--- src/rtl/posterise_pkg.sv ---
// Shared constants and state encoding for the posterise mode controller.
// Mode codes are also consumed by the posterise datapath.
package posterise_pkg;

  localparam logic [2:0] MODE_BYPASS = 3'd0;
  localparam logic [2:0] MODE_LVL1   = 3'd1;
  localparam logic [2:0] MODE_LVL2   = 3'd2;
  localparam logic [2:0] MODE_LVL3   = 3'd3;
  localparam logic [2:0] MODE_LVL4   = 3'd4;
  localparam logic [2:0] MODE_LVL5   = 3'b101;

  localparam logic [2:0] MAX_LEVEL = 3'd5;

  typedef enum logic [1:0] {
    BYPASS,
    MANUAL,
    AUTO_UP,
    AUTO_DOWN
  } state_t;

  function automatic logic is_auto(state_t s);
    return (s == AUTO_UP) || (s == AUTO_DOWN);
  endfunction

endpackage

--- src/rtl/frame_edge_det.sv ---
// Normalises vsync polarity and emits a one-cycle pulse on entry
// into the active level.
module frame_edge_det #(
  parameter bit VSYNC_POL = 1'b1
) (
  input  logic clk,
  input  logic rst,
  input  logic vsync,
  output logic frame_start
);

  logic vs_act;
  logic prev_act;

  assign vs_act = (vsync == VSYNC_POL);

  // History resets to active so a held vsync never looks like an edge
  always_ff @(posedge clk) begin
    if (rst) prev_act <= 1'b1;
    else     prev_act <= vs_act;
  end

  assign frame_start = vs_act & ~prev_act;

endmodule

--- src/rtl/posterise_ctrl.sv ---
// Posterise mode controller: shadowed config committed at frame start,
// manual stepping and an auto ping-pong sweep over levels 1..5.
module posterise_ctrl
  import posterise_pkg::*;
#(
  parameter int DWELL_W   = 8,
  parameter bit VSYNC_POL = 1'b1
) (
  input  logic               clk,
  input  logic               rst,
  input  logic               vsync,
  input  logic               cfg_wr,
  input  logic               cfg_auto,
  input  logic [2:0]         cfg_level,
  input  logic [DWELL_W-1:0] cfg_dwell,
  input  logic               btn_next,
  output logic [2:0]         mode,
  output logic               mode_changed,
  output logic               auto_active
);

  logic frame_start;

  frame_edge_det #(
    .VSYNC_POL(VSYNC_POL)
  ) u_edge (
    .clk        (clk),
    .rst        (rst),
    .vsync      (vsync),
    .frame_start(frame_start)
  );

  state_t             state, nxt_state;
  logic [2:0]         level, nxt_level;
  logic [DWELL_W-1:0] dwell_cnt, nxt_dwell_cnt;
  logic               sh_auto, nxt_sh_auto;
  logic [2:0]         sh_level, nxt_sh_level;
  logic [DWELL_W-1:0] sh_dwell, nxt_sh_dwell;
  logic               pending, nxt_pending;
  logic [2:0]         nxt_mode;

  logic               commit;
  logic               set_pend;
  logic [DWELL_W-1:0] dwell_eff;
  logic [DWELL_W:0]   cnt_inc;
  logic               expire;

  assign commit    = frame_start & pending;
  assign dwell_eff = (sh_dwell == '0) ? DWELL_W'(1) : sh_dwell;
  assign cnt_inc   = {1'b0, dwell_cnt} + 1'b1;
  assign expire    = cnt_inc >= {1'b0, dwell_eff};

  // Shadow registers; cfg_wr beats a same-cycle btn_next
  always_comb begin
    nxt_sh_auto  = sh_auto;
    nxt_sh_level = sh_level;
    nxt_sh_dwell = sh_dwell;
    set_pend     = 1'b0;
    if (cfg_wr) begin
      nxt_sh_auto  = cfg_auto;
      nxt_sh_level = (cfg_level > MAX_LEVEL) ? MODE_BYPASS : cfg_level;
      nxt_sh_dwell = cfg_dwell;
      set_pend     = 1'b1;
    end else if (btn_next && !sh_auto) begin
      nxt_sh_level = (sh_level >= MAX_LEVEL) ? MODE_BYPASS
                                             : sh_level + 3'd1;
      set_pend     = 1'b1;
    end
    nxt_pending = set_pend | (pending & ~commit);
  end

  always_comb begin
    nxt_state     = state;
    nxt_level     = level;
    nxt_dwell_cnt = dwell_cnt;
    if (commit) begin
      nxt_dwell_cnt = '0;
      if (sh_auto) begin
        nxt_state = AUTO_UP;
        nxt_level = MODE_LVL1;
      end else if (sh_level == MODE_BYPASS) begin
        nxt_state = BYPASS;
        nxt_level = MODE_BYPASS;
      end else begin
        nxt_state = MANUAL;
        nxt_level = sh_level;
      end
    end else if (frame_start && is_auto(state)) begin
      if (!expire) begin
        nxt_dwell_cnt = cnt_inc[DWELL_W-1:0];
      end else begin
        nxt_dwell_cnt = '0;
        unique case (state)
          AUTO_UP: begin
            nxt_level = level + 3'd1;
            if (level + 3'd1 == MAX_LEVEL) nxt_state = AUTO_DOWN;
          end
          AUTO_DOWN: begin
            nxt_level = level - 3'd1;
            if (level - 3'd1 == MODE_LVL1) nxt_state = AUTO_UP;
          end
          default: ;
        endcase
      end
    end
    nxt_mode = (nxt_state == BYPASS) ? MODE_BYPASS : nxt_level;
  end

  always_ff @(posedge clk) begin
    if (rst) begin
      state        <= BYPASS;
      level        <= MODE_BYPASS;
      dwell_cnt    <= '0;
      sh_auto      <= 1'b0;
      sh_level     <= MODE_BYPASS;
      sh_dwell     <= '0;
      pending      <= 1'b0;
      mode         <= MODE_BYPASS;
      mode_changed <= 1'b0;
      auto_active  <= 1'b0;
    end else begin
      state        <= nxt_state;
      level        <= nxt_level;
      dwell_cnt    <= nxt_dwell_cnt;
      sh_auto      <= nxt_sh_auto;
      sh_level     <= nxt_sh_level;
      sh_dwell     <= nxt_sh_dwell;
      pending      <= nxt_pending;
      mode         <= nxt_mode;
      mode_changed <= (nxt_mode != mode);
      auto_active  <= is_auto(nxt_state);
    end
  end

endmodule
--- config.mk ---
export PLATFORM = sky130hd
export DESIGN_NAME = posterise_ctrl
export DESIGN_NICKNAME = d
export VERILOG_FILES = /design/src/rtl/posterise_pkg.sv /design/src/rtl/frame_edge_det.sv /design/src/rtl/posterise_ctrl.sv
export SDC_FILE = /design/constraint.sdc
export NUM_CORES = 1
export LEC_CHECK = 0
export ABC_AREA = 1
export BUFFER_PORTS_ARGS = -buffer_cell sky130_fd_sc_hd__buf_2
export CAP_MARGIN = 30
export CELL_PAD_IN_SITES_DETAIL_PLACEMENT = 2
export CELL_PAD_IN_SITES_GLOBAL_PLACEMENT = 2
export CORE_MARGIN = 2
export CORE_UTILIZATION = 35
export CTS_BUF_LIST = sky130_fd_sc_hd__clkbuf_2
export DETAILED_ROUTE_END_ITERATION = 7
export PLACE_DENSITY = 0.8
export SYNTH_ARGS = -nofsm -noshare
export SYNTH_HDL_FRONTEND = slang
export SYNTH_SLANG_ARGS = --single-unit
--- constraint.sdc ---
create_clock -name clk -period 3.2 [get_ports clk]
set_clock_uncertainty 0.1 [all_clocks]
set_input_delay 0.16 -clock clk [delete_from_list [all_inputs] [get_ports clk]]
set_output_delay 0.16 -clock clk [all_outputs]
set_load 0.01 [all_outputs]
---- Word level (Yosys, flattened, before mapping) ----
Cells that the tools add are included.
word-level totals
  register bits after elaboration ......... 32
  input port bits ......................... 17
  output and inout bits ................... 5
  logic and storage cells ................. 64
operators by class
  magnitude comparators ................... 3
  bitwise logic cells ..................... 6
  reduce and logical (&&, ||, !) cells .... 10
  eq/ne operators ......................... 7
  muxes and demuxes ....................... 23
  add/sub/neg operators ................... 4
operators with widths
  kind                   number
  $mux W3                10
  $mux W8                2
  $mux W2                6
  $add A8 B1 Y9 const B  1
  $ge A9 B8 Y1           1
  $eq A2 B2 Y1 const B   4
  $logic_not A8 Y1       1
  $add A3 B1 Y3 const B  2
  $pmux W3 S2            1
  $pmux W2 S2            1
  $and A1 B1 Y1          3
  $eq A3 B1 Y1 const B   1
  $eq A3 B3 Y1 const B   1
  $ge A3 B3 Y1 const B   1
  $gt A3 B3 Y1 const B   1
  $logic_not A3 Y1       1
  $mux W1                3
  $ne A3 B3 Y1           1
  $sub A3 B1 Y3 const B  1
  $logic_and A1 B1 Y1    2
  $logic_not A2 Y1       1
  $logic_or A1 B1 Y1     2
  $not A1 Y1             2
  $reduce_bool A2 Y1     1
  other kinds (3)        3

---- Depth between registers and ports, before layout ----
Gate-level depths: netlist of run 1.
  word-level depth ........................ 10
  depth in mapped cells ................... 23
  gate-level depth less buffers ........... 23

---- Cells and area by module ----
Synthesis of run 1 repeated with hierarchy kept, for this count alone.
second synthesis, totals
  cells, all modules ...................... 247
  area, all modules ....................... 1838.0 um^2
modules (own cells, without submodules)
  module          sequential area each (um^2)  area each (um^2)  cells each  instances
  posterise_ctrl  620.6                        1800.5            242         1
  frame_edge_det  20.0                         37.5              5           1

---- Least setup slack after synthesis of run 1 ----
No wires, ideal clock.
  kind .................................... register -> register
  from .................................... reg dwell_cnt[0]
  to ...................................... reg mode_changed
  setup slack ............................. 0.734 ns
  period minus slack after synthesis ...... 2.466 ns
  stages on the path, launching flop included .. 24
  path buffers ............................ 0
  arrival ................................. 2.257 ns
  required time ........................... 2.991 ns
  setup time .............................. 0.109 ns
  path through ............................ dfxtp_1 -> ha_1 -> nand3_2 -> xor2_1 -> ha_1 -> nand2_1 -> nor2_1 -> nand2_1 -> nand3_1 -> nand2_1 -> nand2_1 -> nand2_1 -> nand2_2 -> nand2_4 -> nand2_2 -> nand3_2 -> nand3_4 -> nand2_2 -> nand2_1 -> nand2_1 -> inv_1 -> nand3_1 -> nand2_1 -> inv_1
on the way
  longest elaborated chain between the ends .. 8
  elaborated cells between the ends (all ways) .. 11
  classes of those cells .................. add/sub (1); order compare (1); eq/ne (1); mux (7); reduce/logical (1)
ends and longest elaborated chain
  element                 line                   source
  start, declared         posterise_ctrl.sv:35   logic [DWELL_W-1:0] dwell_cnt, nxt_dwell_cnt;
  start signal, assigned  posterise_ctrl.sv:124  dwell_cnt <= nxt_dwell_cnt;
  $add A8 B1 Y9 *         posterise_ctrl.sv:50   assign cnt_inc = {1'b0, dwell_cnt} + 1'b1;
  $ge A9 B8 Y1 *          posterise_ctrl.sv:51   assign expire = cnt_inc >= {1'b0, dwell_eff};
  $mux W2                 posterise_ctrl.sv:89   if (!expire) begin
  $mux W2                 posterise_ctrl.sv:88   end else if (frame_start && is_auto(state)) begin
  $mux W2                 posterise_ctrl.sv:76   if (commit) begin
  $logic_not A2 Y1        posterise_ctrl.sv:106  nxt_mode = (nxt_state == BYPASS) ? MODE_BYPASS : nxt_level;
  $mux W3 *               posterise_ctrl.sv:106
  $ne A3 B3 Y1 *          posterise_ctrl.sv:130  mode_changed <= (nxt_mode != mode);
  end signal, assigned    posterise_ctrl.sv:130
  end, declared           posterise_ctrl.sv:18   output logic mode_changed,
Mark *: on every way between the ends. The rest lies on a longest branch, timed or not.
A chain may end at the register's enable or synchronous reset.

---- Worst setup path after layout of run 1 ----
Same ends and word-level chain as after synthesis.

==> results of run 1 <==
worst paths after layout:
| path | endpoint | slack [ns] |
|---|---|---|
| worst min-delay path | sh_dwell[3]$_SDFFE_PP0P_ | 0.02 |
| worst max-delay path | mode_changed$_SDFF_PP0_ | 0.33 |
| worst max register to register | mode_changed$_SDFF_PP0_ | 0.33 |
| worst min register to register | sh_dwell[3]$_SDFFE_PP0P_ | 0.42 |
per-stage QoR:
step	instance area [sq um]	hold slack, ns	util [%]
final	2210	0.0178	43.2
after global routing	2210	0.0171	43.2
after CTS	2200	0.00543	43.2
after detailed placement	2020	0.301	39.5
after global placement	2020	0.290	39.5
after floorplan	1840	0.167	-
state kept, by name, indices dropped and copies added (netlist names):
register         flops
mode                 3
sh_dwell             8
auto_active          1
dwell_cnt            8
sh_auto              1
pending              1
mode_changed         1
u_edge.prev_act      1
sh_level             3
state                2
level                3
kinds of logic after synthesis:
kind of cell	count (synthesis)	share of synthesized area (%)
adders and majority gates	15	10.2
DFF	32	34.8
and+or+nand+nor	93	26.2
buffers and inverters	41	8.42
muxes	3	1.63
xor gates and xnor gates	10	4.75
AOI/OAI and AO/OA	44	14.1
report_power, final:
part | internal [mW] | switching, mW | leakage (nW)
logic | 0.0489 | 0.0697 | 0.772
registers | 0.414 | 0.0129 | 0.262
clock network | 0.0587 | 0.142 | 0.0306
total | 0.522 | 0.225 | 1.06
what timing repair did:
item / in CTS / in global routing
hold buffers: 15 / 0
gates resized for setup: 0 / 1
hold endpoints to repair: 12 / 0
setup endpoints to repair: 0 / 1
cells in the mapped netlist, types with 2 or more instances:
cell type                  instances
sky130_fd_sc_hd__a21oi_1          16
sky130_fd_sc_hd__xnor2_1           2
sky130_fd_sc_hd__o31ai_1           2
sky130_fd_sc_hd__nand3_1          19
sky130_fd_sc_hd__mux2i_1           3
sky130_fd_sc_hd__clkbuf_1          4
sky130_fd_sc_hd__inv_1            35
sky130_fd_sc_hd__nor2_1           18
sky130_fd_sc_hd__nand2_1          38
sky130_fd_sc_hd__a211oi_1          4
sky130_fd_sc_hd__ha_1             15
sky130_fd_sc_hd__a31oi_1           4
sky130_fd_sc_hd__o21ai_0          15
sky130_fd_sc_hd__dfxtp_1          32
sky130_fd_sc_hd__nand3_2           3
sky130_fd_sc_hd__nand2_2           4
sky130_fd_sc_hd__nand3_4           2
sky130_fd_sc_hd__nand3b_1          2
sky130_fd_sc_hd__xor2_1            8
worst min-delay path: stages:
cell                      delay [ns]
sky130_fd_sc_hd__buf_2          0.08
sky130_fd_sc_hd__o21ai_0        0.08
sky130_fd_sc_hd__a21oi_1        0.13
area by class of cell:
class	count	area [sq um]
clock inverters	1	3.75
repair buffers	36	255
multi-input cells	165	1050
well taps	70	87.6
inverters	36	135
fillers	600	2900
clock buffers	7	35.0
flip-flops and latches	32	641
metal layers:
layer	wire (um)	part of all wire [%]	track usage [%]	up-vias
li1	-	-	-	856
met1	2510	49	24.3	809
met2	2490	48	32.1	19
met3	126	2.4	4.27	2
met4	27	0.52	4.36	0
met5	0	0	0	-
==> flow_summary.yaml, run 1 <==
critical_path:
  worstPathCellList: "ha_1, nand3_2, xor2_1, ha_1, nand2_1, inv_1, nand2_1, nand3_1, nand2_1, nand2_1, nand2_1, nand2_2, nand2_4, nand2_2, nand3_2, nand3_4, nand2_2, nand2_1, nand2_1, nand3_1, nand2_1, inv_1"
  crit-reg2reg-launch: "dwell_cnt[0]$_SDFFE_PP0P_"
  path_class: "reg2reg"
  cp_max_fo: 6
  critical_path.slowest_cell: "sky130_fd_sc_hd__dfxtp_1"
  cpLargestDelayFamily: "simple AND/OR/NAND/NOR gates"
  ff2ff_path_depth: 22
  timing.critical_path.from_type: "flip-flop"
  endpoint_kind: "flip-flop"
  startpoint_of_the_worst_setup_timing_path: "dwell_cnt[0]$_SDFFE_PP0P_"
  worstPathArrival_ns: 3.05
  required_ns: 3.38
  critical-path-top-cell-by-count: "sky130_fd_sc_hd__nand2_1"
  critical_path.n_buffers_inverters: 2
  depth_of_the_critical_timing_path_with_buffers_and_inverters_included: 22
  critical_path.max_stage_delay_ns: 0.44
logic_synthesis:
  postSynthAreaPerCell_sq_um: 7.74
  syn_area_sq_um: 1840
  cells_after_synthesis: 238
  synth.yosys.seq_area_share_pct: 34.8
  dominantRegCellSynth: "sky130_fd_sc_hd__dfxtp_1"
  synth_edf_count: 0
  yosys_warnings: 0
  synthTopCellsByArea: "sky130_fd_sc_hd__dfxtp_1, sky130_fd_sc_hd__ha_1, sky130_fd_sc_hd__nand2_1"
  synth-async-reset-ratio_pct: 0
  postSynthRegisterBits: 32
  yosys.area.top_type: "sky130_fd_sc_hd__dfxtp_1"
  synth_cell_type_count: 31
  synth_top_area_share_pct: 34.8
  synth.net_count: 270
cts:
  cts_tree: "yes"
  clk_pin_slew_ns: 0.18
  clock_insertion_delay_worst_skew_ns: 0.37
  cts.htree.levels: 2
  root_buffer_master: "sky130_fd_sc_hd__clkbuf_2"
  postCtsSetupBuffers: 0
  tritoncts_num_sinks: 32
  cts_made_buffers: 5
  clock_tree.buffer_depth: 2
worst_hold_path:
  hold-path-cell-count: 3
  timing.hold.worst.start: "cfg_dwell[3]"
  worst_hold_path_type: "in2reg"
place:
  place.gp.congestion: 0.765
  portBuffers: 21
  hpwlAfterDp_um: 3700
  pre_cts_slack_ns: 0.280
  placed_cells: 324
power:
  power-per-cell-area_nw_per_um2: 338
  peakVddDrop_mv: 0.132
  p_leak_nw: 1.06
  design_power_total_uw: 746
detailed_routing:
  detail_route.drc_violations: 0
  post_drt_wl_per_cell_um: 14.8
  first_pass_iteration_count_of_the_detailed_router: 3
  detail_routed_via_count_per_cell: 4.86
  dr_total_vias: 1686
  post_detailed_route_count_of_antenna_violating_nets: 0
  detailedRoute.firstIterationViolations: 39
  drt_wl_total_um: 5150
layout:
  layout.cells.most_common_list: "sky130_fd_sc_hd__nand2_1, sky130_fd_sc_hd__inv_1, sky130_fd_sc_hd__dfxtp_1, sky130_fd_sc_hd__buf_2, sky130_fd_sc_hd__nand3_1"
  syn_to_final_growth_pct: 19.8
  most_frequent_standard_cell_in_the_layout_excluding_fill_and_tap_cells: "sky130_fd_sc_hd__nand2_1"
  antenna_cells: 0
  layout-drive-gt1-share_pct: 15.5
  final-instance-count-excl-fill: 347
  num-nets-final: 308
sta:
  totalNegativeSetupSlack_ns: 0
  setup_violations: 0
  timing.final.hold_violations: 0
  finalWorstPathRequiredPeriod_ns: 2.87
  max-slew-margin-rel_pct: 62.1
  fin_ws_ns: 0.335
  final.period_utilization_pct: 89.5
  maxClockFrequency_ghz: 0.349
  tightestPinTransition_ns: 0.568
  rsz0062_at_grt: "no"
  finalMaxSlewViolations: 0
outcome:
  run_status: "completed"
die:
  die_area_sq_um: 5860
  core.rowCount: 26
  initial_core_util_pct: 36.1
  overall_die_height_um: 76.6
  core_area_sq_um: 5110
  die_width_um: 76.6
  ioPinCount: 22
grt:
  all_layer_global_routing_usage_pct: 18.9
  grt_pass1_wl_um: 8690
  grt_max_degree: 21
  globalRouteOverflowTotal: 0
  grt_pass1_vias: 1781
  grt_antenna_before_repair: 0
job:
  drv.max_cap_violation_count: 0
No activity file was read; power rests on OpenSTA's default activity.
==> run 2, diff against run 1 <==
--- a/config.mk
+++ b/config.mk
@@ -10,6 +10,7 @@
 export CAP_MARGIN = 30
 export CELL_PAD_IN_SITES_DETAIL_PLACEMENT = 2
 export CELL_PAD_IN_SITES_GLOBAL_PLACEMENT = 2
+export CORE_ASPECT_RATIO = 1.5
 export CORE_MARGIN = 2
 export CORE_UTILIZATION = 35
 export CTS_BUF_LIST = sky130_fd_sc_hd__clkbuf_2
==> constraint.sdc (replaced) <==
create_clock -name clk -period 3 [get_ports clk]
set_clock_uncertainty 0.1 [all_clocks]
set_input_delay 0.15 -clock clk [delete_from_list [all_inputs] [get_ports clk]]
set_output_delay 0.15 -clock clk [all_outputs]
set_load 0.01 [all_outputs]
==> flow_summary.yaml, run 2 (same netlist as run 1, synthesis figures left out) <==
die:
  die_width_um: 63.3
  core.rowCount: 32
  ioPinCount: 22
  die_area_sq_um: 5870
  overall_die_height_um: 92.9
  initial_core_util_pct: 36.0
  core_area_sq_um: 5120
layout:
  fillCellCount: 598
  postLayoutCoreUtil_pct: 46.1
  layout-drive-gt1-share_pct: 21.5
  syn_to_final_growth_pct: 28.2
  num-nets-final: 315
  multiInputGateArea_sq_um: 1140
  ff_latch_area_sq_um: 648
  antenna_cells: 0
  layout.cells.most_common_list: "sky130_fd_sc_hd__inv_1, sky130_fd_sc_hd__nand2_1, sky130_fd_sc_hd__dfxtp_1, sky130_fd_sc_hd__buf_2, sky130_fd_sc_hd__dlygate4sd3_1"
  top_regs: "dwell_cnt: 8 flops, sh_dwell: 8 flops"
place:
  portBuffers: 21
  place.gp.congestion: 0.725
  hpwlAfterDp_um: 3830
  pre_cts_slack_ns: 0.0669
detailed_routing:
  first_pass_iteration_count_of_the_detailed_router: 4
  detail_route.drc_violations: 0
  detail_routed_via_count_per_cell: 5.20
  drt_wl_total_um: 6780
  detailedRoute.firstIterationViolations: 47
  dr_total_vias: 1830
  post_drt_wl_per_cell_um: 19.3
  post_detailed_route_count_of_antenna_violating_nets: 0
cts:
  cts.htree.levels: 2
  clk_pin_slew_ns: 0.20
  cts_made_buffers: 5
  clock_insertion_delay_worst_skew_ns: 0.40
  root_buffer_master: "sky130_fd_sc_hd__clkbuf_2"
  cts_tree: "yes"
  clock_tree.buffer_depth: 2
  tritoncts_num_sinks: 32
critical_path:
  required_ns: 3.21
  cp_max_fo: 6
  path_class: "reg2reg"
  timing.critical_path.from_type: "flip-flop"
  worstPathArrival_ns: 3.05
  endpoint_kind: "flip-flop"
  ff2ff_path_depth: 21
grt:
  grt_max_degree: 21
  grt_pass1_vias: 2062
  grt_antenna_before_repair: 0
  all_layer_global_routing_usage_pct: 23.5
  grt_pass1_wl_um: 10200
  globalRouteOverflowTotal: 0
sta:
  timing.final.hold_violations: 0
  tightestPinTransition_ns: 0.520
  maxClockFrequency_ghz: 0.353
  fin_ws_ns: 0.163
  final.period_utilization_pct: 94.6
  setup_violations: 0
  finalWorstPathRequiredPeriod_ns: 2.84
  max-slew-margin-rel_pct: 65.3
  finalMaxSlewViolations: 0
power:
  peakVddDrop_mv: 0.233
  power-per-cell-area_nw_per_um2: 356
  p_leak_nw: 1.10
worst_hold_path:
  hold-path-cell-count: 4
  worst_hold_path_type: "in2reg"
outcome:
  run_status: "completed"
job:
  drv.max_cap_violation_count: 0
[run 2: cell types whose count changed in the layout (fill, tap and decap cells not counted), moves of 3 or more]
cell,delta
sky130_fd_sc_hd__dfxtp_2,+3
sky130_fd_sc_hd__dlygate4sd3_1,+4
sky130_fd_sc_hd__nand2_1,-3
sky130_fd_sc_hd__buf_4,+3
sky130_fd_sc_hd__dfxtp_1,-4
sky130_fd_sc_hd__xor2_2,+3
sky130_fd_sc_hd__xor2_1,-3
[run 2: final timing paths]
| path | start | end | slack (ns) |
|---|---|---|---|
| setup reg to reg | dwell_cnt[0]$_SDFFE_PP0P_ | mode_changed$_SDFF_PP0_ | 0.16 |
| setup / recovery | dwell_cnt[0]$_SDFFE_PP0P_ | mode_changed$_SDFF_PP0_ | 0.16 |
| hold / removal | btn_next | sh_level[0]$_SDFFE_PP0P_ | 0.11 |
| hold reg to reg | dwell_cnt[7]$_SDFFE_PP0P_ | dwell_cnt[7]$_SDFFE_PP0P_ | 0.45 |
[run 2: stage by stage]
stage / hold WS (ns) / instance area [sq um] / setup TNS (ns) / power, mW / instances
finish: 0.108 / 2360 / 0 / 0.840 / 352
global route: 0.141 / 2360 / -0.130 / 0.871 / 352
CTS: 0.0917 / 2240 / 0 / 0.815 / 349
detailed placement: 0.296 / 2010 / 0 / 0.574 / 322
global placement: 0.281 / 2010 / 0 / 0.568 / 322
floorplan: 0.157 / 1840 / 0 / 0.535 / 238
[run 2: what timing repair did]
item,in CTS,in global routing
endpoints found under the hold margin,22,0
gates resized for setup,0,21
hold buffers,19,0
endpoints found under the setup margin,0,13
setup buffers,0,3
[run 2: routing by layer]
layer	track usage [%]	share of wire, %	vias up
met1	21.2	33	906
li1	-	-	865
met5	0	0	-
met3	3.65	2.3	21
met2	49.5	60	38
met4	9.96	4.3	0
[run 2: critical path, cell delays in order (launching register included)]
cell and delay [ns]:
sky130_fd_sc_hd__dfxtp_4 0.42, sky130_fd_sc_hd__ha_4 0.16, sky130_fd_sc_hd__nand3_4 0.10, sky130_fd_sc_hd__nor3_4 0.23, sky130_fd_sc_hd__xor2_2 0.28, sky130_fd_sc_hd__ha_4 0.26, sky130_fd_sc_hd__nand2_1 0.08, sky130_fd_sc_hd__inv_1 0.06
sky130_fd_sc_hd__nand2_1 0.06, sky130_fd_sc_hd__nand2_1 0.06, sky130_fd_sc_hd__nand2_2 0.08, sky130_fd_sc_hd__nand2_4 0.08, sky130_fd_sc_hd__nand2_4 0.10, sky130_fd_sc_hd__nand2_1 0.10, sky130_fd_sc_hd__nand3_2 0.11, sky130_fd_sc_hd__nand2_1 0.09
sky130_fd_sc_hd__nand2_1 0.10, sky130_fd_sc_hd__nand2_1 0.05, sky130_fd_sc_hd__nand2_1 0.05, sky130_fd_sc_hd__nand3_1 0.07, sky130_fd_sc_hd__nand2_1 0.05, sky130_fd_sc_hd__inv_1 0.04
[run 2: report_power, final]
group,leakage [nW],total [mW],switching (mW),internal [mW]
Sequential,0.264,0.457,0.0158,0.441
Clock,0.0266,0.232,0.174,0.0582
Combinational,0.811,0.151,0.0907,0.0605
[run 2: final cells by class]
| class | count | share of cell area (%) |
|---|---|---|
| Inverter | 36 | 5.72 |
| Timing Repair Buffer | 43 | 13.4 |
| Clock inverter | 2 | 0.476 |
| Multi-Input combinational cell | 165 | 48.1 |
| Tap cell | 68 | 3.60 |
| Sequential cell | 32 | 27.4 |
| Clock buffer | 6 | 1.27 |
